## config.mk

```make
export PLATFORM = sky130hd
export DESIGN_NAME = cic_comp_fir
export DESIGN_NICKNAME = d
export VERILOG_FILES = /design/src/rtl/cic_comp_fir.sv
export SDC_FILE = /design/constraint.sdc
export NUM_CORES = 2
export LEC_CHECK = 0
export ABC_AREA = 1
export BUFFER_PORTS_ARGS = -buffer_cell sky130_fd_sc_hd__buf_2
export CAP_MARGIN = 20
export CELL_PAD_IN_SITES_DETAIL_PLACEMENT = 0
export CELL_PAD_IN_SITES_GLOBAL_PLACEMENT = 2
export CORE_MARGIN = 2
export CORE_UTILIZATION = 36
export CTS_CLUSTER_DIAMETER = 60
export DETAILED_ROUTE_END_ITERATION = 16
export GPL_TIMING_DRIVEN = 0
export HOLD_SLACK_MARGIN = 0.02
export PLACE_DENSITY_LB_ADDON = 0.1
export RECOVER_POWER = 25
export SLEW_MARGIN = 20
export SYNTH_ARGS = -nofsm -noshare
export SYNTH_HDL_FRONTEND = slang
export SYNTH_SLANG_ARGS = --single-unit
export TNS_END_PERCENT = 5
```

## constraint.sdc

```tcl
create_clock -name clk -period 3.2 [get_ports clk]
set_input_delay 0.32 -clock clk [delete_from_list [all_inputs] [get_ports clk]]
set_output_delay 0.32 -clock clk [all_outputs]
set_load 0.005 [all_outputs]
```

## src/rtl/cic_comp_fir.sv

```systemverilog
// Decimating droop-compensation FIR behind cic_d: one tap per clock through a single
// multiplier, fixed coefficients, tvalid-qualified output without backpressure.
//
// state  | meaning
// IDLE   | waiting for a trigger sample
// MAC    | tap reads plus two-stage pipeline drain (NUM_TAPS+2 cycles)
// OUT    | output strobe cycle; a trigger here starts the next MAC
module cic_comp_fir #(
  parameter int INP_DW    = 18,
  parameter int OUT_DW    = 18,
  parameter int COEF_DW   = 18,
  parameter int NUM_TAPS  = 15,
  parameter int DECIM     = 2,
  parameter int OUT_SHIFT = 16,
  parameter logic [COEF_DW*NUM_TAPS-1:0] COEFFS =
    ({{(COEF_DW*NUM_TAPS-1){1'b0}}, 1'b1} << (COEF_DW*((NUM_TAPS-1)/2) + COEF_DW-2))
) (
  input  logic              clk,
  input  logic              reset_n,
  input  logic [INP_DW-1:0] s_axis_in_tdata,
  input  logic              s_axis_in_tvalid,
  output logic [OUT_DW-1:0] m_axis_out_tdata,
  output logic              m_axis_out_tvalid,
  output logic              overrun
);

  localparam int AW     = $clog2(NUM_TAPS + 2);
  localparam int D      = 1 << AW;
  localparam int CW     = (NUM_TAPS > 1) ? $clog2(NUM_TAPS) : 1;
  localparam int PW     = INP_DW + COEF_DW;
  localparam int ACC_DW = PW + $clog2(NUM_TAPS);

  localparam logic [AW-1:0] TAP_LAST = AW'(NUM_TAPS - 1);
  localparam logic [AW-1:0] MAC_LAST = AW'(NUM_TAPS + 1);
  localparam logic [1:0]    PH_LAST  = 2'(DECIM - 1);
  localparam logic signed [ACC_DW-1:0] OUT_MAX =
    {{(ACC_DW-OUT_DW+1){1'b0}}, {(OUT_DW-1){1'b1}}};
  localparam logic signed [ACC_DW-1:0] OUT_MIN =
    {{(ACC_DW-OUT_DW+1){1'b1}}, {(OUT_DW-1){1'b0}}};

  typedef enum logic [1:0] {S_IDLE, S_MAC, S_OUT} state_t;

  state_t                     state_q, state_d;
  logic        [1:0]          phase_q, phase_d;
  logic        [AW-1:0]       wptr_q, wptr_d;
  logic        [AW-1:0]       snap_q, snap_d;
  logic        [AW-1:0]       tap_q, tap_d;
  logic signed [INP_DW-1:0]   dline_q [D];
  logic signed [INP_DW-1:0]   dline_d [D];
  logic signed [INP_DW-1:0]   rd_q, rd_d;
  logic signed [COEF_DW-1:0]  coef_q, coef_d;
  logic signed [PW-1:0]       prod_q, prod_d;
  logic signed [ACC_DW-1:0]   acc_q, acc_d;
  logic        [OUT_DW-1:0]   odata_q, odata_d;
  logic                       ovalid_q, ovalid_d;
  logic                       overrun_q, overrun_d;

  logic signed [COEF_DW-1:0]  coef_arr [1<<CW];
  logic                       trigger;
  logic                       start;
  logic        [AW-1:0]       rd_addr;
  logic signed [ACC_DW-1:0]   acc_sum;
  logic signed [ACC_DW-1:0]   shifted;
  logic        [OUT_DW-1:0]   sat_val;

  always_comb begin
    for (int i = 0; i < (1<<CW); i++) coef_arr[i] = '0;
    for (int i = 0; i < NUM_TAPS; i++) coef_arr[i] = COEFFS[COEF_DW*i +: COEF_DW];
  end

  always_comb begin
    trigger = s_axis_in_tvalid && (phase_q == PH_LAST);

    dline_d = dline_q;
    wptr_d  = wptr_q;
    phase_d = phase_q;
    if (s_axis_in_tvalid) begin
      dline_d[wptr_q] = s_axis_in_tdata;
      wptr_d          = wptr_q + AW'(1);
      phase_d         = trigger ? 2'd0 : phase_q + 2'd1;
    end

    // Taps walk backwards from the snapshot; later writes land ahead of it.
    rd_addr = snap_q - tap_q;
    acc_sum = acc_q + ACC_DW'(prod_q);
    shifted = acc_sum >>> OUT_SHIFT;
    if (shifted > OUT_MAX)      sat_val = OUT_MAX[OUT_DW-1:0];
    else if (shifted < OUT_MIN) sat_val = OUT_MIN[OUT_DW-1:0];
    else                        sat_val = shifted[OUT_DW-1:0];

    state_d   = state_q;
    snap_d    = snap_q;
    tap_d     = tap_q;
    rd_d      = rd_q;
    coef_d    = coef_q;
    prod_d    = prod_q;
    acc_d     = acc_q;
    odata_d   = odata_q;
    ovalid_d  = 1'b0;
    overrun_d = overrun_q;
    start     = 1'b0;

    case (state_q)
      S_MAC: begin
        rd_d   = dline_q[rd_addr];
        coef_d = (tap_q <= TAP_LAST) ? coef_arr[tap_q[CW-1:0]] : '0;
        prod_d = PW'(rd_q) * PW'(coef_q);
        acc_d  = acc_sum;
        if (trigger) overrun_d = 1'b1;
        if (tap_q == MAC_LAST) begin
          state_d  = S_OUT;
          odata_d  = sat_val;
          ovalid_d = 1'b1;
        end else begin
          tap_d = tap_q + AW'(1);
        end
      end
      default: begin
        state_d = S_IDLE;
        if (trigger) begin
          start   = 1'b1;
          state_d = S_MAC;
          snap_d  = wptr_q;
          tap_d   = '0;
        end
      end
    endcase

    // Zeroed coef/product keep the first two drain cycles from adding stale terms.
    if (start) begin
      coef_d = '0;
      prod_d = '0;
      acc_d  = '0;
    end
  end

  always_ff @(posedge clk) begin
    if (!reset_n) begin
      state_q   <= S_IDLE;
      phase_q   <= '0;
      wptr_q    <= '0;
      snap_q    <= '0;
      tap_q     <= '0;
      for (int i = 0; i < D; i++) dline_q[i] <= '0;
      rd_q      <= '0;
      coef_q    <= '0;
      prod_q    <= '0;
      acc_q     <= '0;
      odata_q   <= '0;
      ovalid_q  <= 1'b0;
      overrun_q <= 1'b0;
    end else begin
      state_q   <= state_d;
      phase_q   <= phase_d;
      wptr_q    <= wptr_d;
      snap_q    <= snap_d;
      tap_q     <= tap_d;
      dline_q   <= dline_d;
      rd_q      <= rd_d;
      coef_q    <= coef_d;
      prod_q    <= prod_d;
      acc_q     <= acc_d;
      odata_q   <= odata_d;
      ovalid_q  <= ovalid_d;
      overrun_q <= overrun_d;
    end
  end

  assign m_axis_out_tdata  = odata_q;
  assign m_axis_out_tvalid = ovalid_q;
  assign overrun           = overrun_q;

endmodule

```

Yosys cells after proc, flatten, opt, wreduce, memory -nomap -nowiden
Memory sizes are Yosys's and may differ from the RTL's.
Cells that the tools add are included.
- add/sub/neg operators: 5
- multipliers: 1
- magnitude comparators: 7
- eq/ne operators: 5
- muxes and demuxes: 21
- bitwise logic cells: 5
- reductions and logical operators: 9
- operator list (kind ; number):
    $bwmux 576 ; 1
    $mux 18 ; 8
    $bmux 18 s5 ; 1
    $demux 18 s5 ; 1
    $add 40x36->40 ; 1
    $mul 18x18->36 ; 1
    $gt 24x18->1 const B ; 1
    $lt 24x18->1 const B ; 1
    $mux 5 ; 3
    $ge 6x6->1 const B ; 2
    $not 5->6 ; 2
    $add 5x1->5 const B ; 2
    $reduce_and 2->1 ; 5
    $lt 6x1->1 const B ; 1
    $mux 2 ; 3
    $eq 5x5->1 const B ; 1
    $ge 5x5->1 const B ; 1
    $le 5x4->1 const B ; 1
    $not 4->5 ; 1
    $sub 5x5->5 ; 1
    $eq 2x1->1 const B ; 2
    $mux 1 ; 4
    $ne 2x2->1 const B ; 2
    $add 2x1->2 const B ; 1
    other kinds (4) ; 6
- register bits after elaboration: 727
- memory bits (read-only): 288
- input bits: 21
- output and inout port bits: 20
- logic and storage cells: 98
- memories kept: 1
- memories (name ; words ; bits a word ; rd ports ; clocked after memory_dff ; write ports ; line ; source):
    (name not given) ; 16 ; 18 ; 1 ; 0 ; 0 ; 106 ; coef_d = (tap_q <= TAP_LAST) ? coef_arr[tap_q[CW-1:0]] : '0;

Logic depth before layout (Yosys ltp)
- depth in word-level cells: 6
- gate-level depth with buffers: 19
- gate-level depth less buffers: 18

Least setup slack after synthesis
OpenSTA, ideal clock, no wires.
- path type: flip-flop to flip-flop
- start point: reg tap_q[0]
- end point: reg rd_q[2]
- setup time: 0.115 ns
- data arrival time: 2.316 ns
- data required time: 3.085 ns
- setup slack: 0.769 ns
- stages on the path, launching flop included: 14
- path buffers: 3
- period minus slack after synthesis: 2.431 ns
- cell sequence: dfxtp_1 -> ha_1 -> inv_1 -> fa_1 -> buf_2 -> buf_2 -> buf_1 -> a21oi_1 -> o21ai_0 -> o21ai_0 -> a211oi_1 -> o21ai_1 -> o21ai_0 -> inv_1
- cells in the longest elaborated chain, start to end: 5
- RTL lines (item ; line ; source):
    start: declaration ; 47 ; logic [AW-1:0] tap_q, tap_d;
    start signal: assignment ; 157 ; tap_q <= tap_d;
    $sub 5x5->5 ; 84 ; rd_addr = snap_q - tap_q;
    $not 5->6 (not written as such) ; 105 ; rd_d = dline_q[rd_addr];
    $bmux 18 s5 ; 105 ;
    $mux 18 (not written as such) (2 in a row) ; 105 ;
    end signal: assignment ; 159 ; rd_q <= rd_d;
    end: declaration ; 50 ; logic signed [INP_DW-1:0] rd_q, rd_d;
No other way between the ends. The select of a mux whose other input is x is not followed.
A chain may end at the register's enable or synchronous reset.

Final worst setup path
- start point: reg snap_q[0]
- end point: reg rd_q[11]
- cells in the longest elaborated chain, start to end: 5
- RTL lines (item ; line ; source):
    start: declaration ; 46 ; logic [AW-1:0] snap_q, snap_d;
    start signal: assignment ; 156 ; snap_q <= snap_d;
    $sub 5x5->5 ; 84 ;
    $not 5->6 (not written as such) ; 105 ;
    $bmux 18 s5 ; 105 ;
    $mux 18 (not written as such) (2 in a row) ; 105 ;
No other way between the ends. The select of a mux whose other input is x is not followed.

==> impl_metrics.env <==
export IMPL_nNetsFinal=4619
export IMPL_core_area_um2=85150
export IMPL_cap_violations=0
export IMPL_slowest_delay_ps=590
export IMPL_dp_hpwl_um=104500
export IMPL_ctsLongestPathBuffers=3
export IMPL_setup_viol=10
export IMPL_regArea_um2=13530
export IMPL_overflow=0
export IMPL_finClkSkew_ps=31.23
export IMPL_final_common_cell="o21ai_0"
export IMPL_worstPathCellList="inv_1 -> ha_1 -> buf_2 -> buf_2 -> clkbuf_1 -> o211ai_1 -> a21oi_1 -> o31ai_1 -> o21ai_1 -> o21ai_1 -> inv_1"
export IMPL_worstPathArrival_ps=3850
export IMPL_cts_tree="done"
export IMPL_cp_end_kind="flip-flop"
export IMPL_drtAntennaViolNets=0
export IMPL_setup_ws_ps=-52.55
export IMPL_synth_edf_count=0
export IMPL_worst_pin_slew_ps=1189
export IMPL_synth_area_um2=30880
export IMPL_yosysTopAreaCell="dfxtp_1"
export IMPL_multi_input_area_um2=14810
export IMPL_dr_total_vias=31130
export IMPL_finalCritPeriodShare=1.016
export IMPL_cts_htree_levels=3
export IMPL_wl_per_cell_um=24.32
export IMPL_vias_per_cell=5.388
export IMPL_die_h_um=296.9
export IMPL_fin_setup_tns_ps=-289.6
export IMPL_drt_iter0_drc=3197
export IMPL_holdCritPathClass="input pin to flip-flop"
export IMPL_start_util=0.3627
export IMPL_report_final_slew_viol_count=0
export IMPL_async_reset_ff_frac=0
export IMPL_violations="setup timing"
export IMPL_seq_area_frac_synth=0.4382
export IMPL_rows=107
export IMPL_clockRootBuffer="clkbuf_16"
export IMPL_drcViolationCount=0
export IMPL_synth_area_leaders="dfxtp_1, o21ai_0, nor2_1"
export IMPL_pin_count=41
export IMPL_nFillCells=9301
export IMPL_synthCells=4430
export IMPL_antenna_found_initial=7
export IMPL_totalWireLength_um=140500
export IMPL_grt_pass1_wl_um=204000
export IMPL_clock_sinks=676
export IMPL_finalHoldViolations=0
export IMPL_first_pass_iters=5
export IMPL_required_ps=3800
export IMPL_syn_to_final_growth_pct=16.98
export IMPL_path_max_fanout=10
export IMPL_synth_top_cell_area_share=0.4382
export IMPL_status="finished, violations left"
export IMPL_grt_use_total=0.3105
export IMPL_synthFlopType="dfxtp_1"
export IMPL_timing_hold_ws_ps=64.88
export IMPL_grt_pass1_vias=29650
export IMPL_rrSetupSlack_ps=-50
export IMPL_synth_seq_cells=676
export IMPL_grt_max_degree=14
export IMPL_max_freq_mhz=307.5
export IMPL_rsz0062_at_grt="true"
export IMPL_ys_warn_count=0
export IMPL_place_congestion=1.009
export IMPL_leakagePower_uw=0.01438
export IMPL_relSlewSlack=0.2070
export IMPL_power_density_nw_per_um2=637.4
export IMPL_hold_path_depth=3
export IMPL_die_area_um2=88140
export IMPL_avgSynthCellArea_um2=6.971
export IMPL_drive_gt1_frac=0.09152
export IMPL_slowest_stage="clkbuf_1"
export IMPL_final_cell_mix="o21ai_0, nor2_1, dfxtp_1"
export IMPL_r2r_cells=11
export IMPL_clkTransAtPathRegs_ps=60
export IMPL_portBuffers=39
export IMPL_syn_nets=4487
export IMPL_max_vdd_ir_drop_v=0.0004488
export IMPL_crit_path_start_kind="flip-flop"
export IMPL_crit_type="flip-flop to flip-flop"
export IMPL_clk_latency_ps=670
export IMPL_fin_crit_ps=3253
export IMPL_die_x_um=296.9
export IMPL_cts_buffers=86
export IMPL_ys_types=43
-- cells by family after synthesis --
| logic type | share of synthesized area |
|---|---|
| XOR/XNOR | 0.006401 |
| AO/OA/AOI/OAI | 0.2751 |
| flip-flops | 0.4382 |
| buffers and inverters | 0.09424 |
| adder cells (fa/ha/maj) | 0.01507 |
| AND/OR/NAND/NOR | 0.1709 |
-- flip-flops by register name (all words and copies together) (netlist names) --
signal and count:
snap_q 5, wptr_q 5, state_q 2, dline_q 576, rd_q 18, m_axis_out_tvalid 1, overrun 1, prod_q 18
coef_q 1, acc_q 24, m_axis_out_tdata 18, phase_q 2, tap_q 5
-- routing by layer --
metal,GRT usage,vias up,routed length [um]
met2,0.4840,1091,61050
met1,0.4263,14810,63720
met3,0.04250,296,8616
li1,-,14940,-
met5,0,-,15
met4,0.1400,2,7102
-- critical path: cells and delay by family, from the launching register on --
family / cells / cell delay (ps)
DFF: 1 / 310
adders and majority gates: 1 / 420
buffers and inverters: 5 / 1390
AOI/OAI and AO/OA: 5 / 1070
-- through the flow --
step / setup WS [ps] / cells / total power, uW / cell area (um2) / utilization
after floorplan: 768.8 / 4430 / 10610 / 30880 / -
after global placement: -1183 / 5613 / 12410 / 32510 / 0.3818
after detailed placement: -1136 / 5613 / 12400 / 32540 / 0.3821
after CTS: 1.781 / 5777 / 22900 / 35930 / 0.4220
after global routing: -72.25 / 5777 / 23630 / 36120 / 0.4242
final: -52.55 / 5778 / 23030 / 36120 / 0.4243
-- cells in the mapped netlist, types with 4 or more instances --
library cell and n:
o211ai_1 72, nand4_1 8, clkinv_1 20, nor3_1 5
a21oi_1 563, o21ai_1 44, ha_1 34, a21oi_2 9
nand2_2 11, xnor2_1 4, inv_2 17, o22ai_1 17
dfxtp_1 676, o31ai_1 17, clkbuf_1 290, nand3_2 4
nand2_1 342, buf_1 31, xor2_1 13, nor2_2 10
buf_2 30, nand3_1 133, o21ai_0 875, nor2_1 791
inv_1 367, a211oi_1 20
-- final timing paths --
kind                            start           end
setup reg to reg            snap_q[0]      rd_q[11]
hold reg to reg            phase_q[1]    phase_q[1]
setup / recovery            snap_q[0]      rd_q[11]
hold / removal    s_axis_in_tdata[13]  dline_q[499]
-- area by class of cell --
class,instances,area share
Buffer,354,0.04316
Clock buffer,113,0.06944
Sequential cell,676,0.3747
Tap cell,1144,0.03962
Timing Repair Buffer,44,0.006893
Antenna cell,1,0.00006927
Clock inverter,46,0.01410
Inverter,404,0.04208
Multi-Input combinational cell,2996,0.4100
-- power by group --
group          internal [uW]  leakage, uW  switching (uW)
clock network           6200      0.00148            4160
logic                    965      0.00744            3130
registers               8520      0.00546            51.1
total                  15700       0.0144            7340
-- what timing repair did --
item                       in CTS  in global routing
hold buffers                    0                  0
setup endpoints to repair      18                 35
setup buffers                   5                  0
resized for setup             113                 83
pin swaps                       7                 13
(Power assumes the default switching activity.)
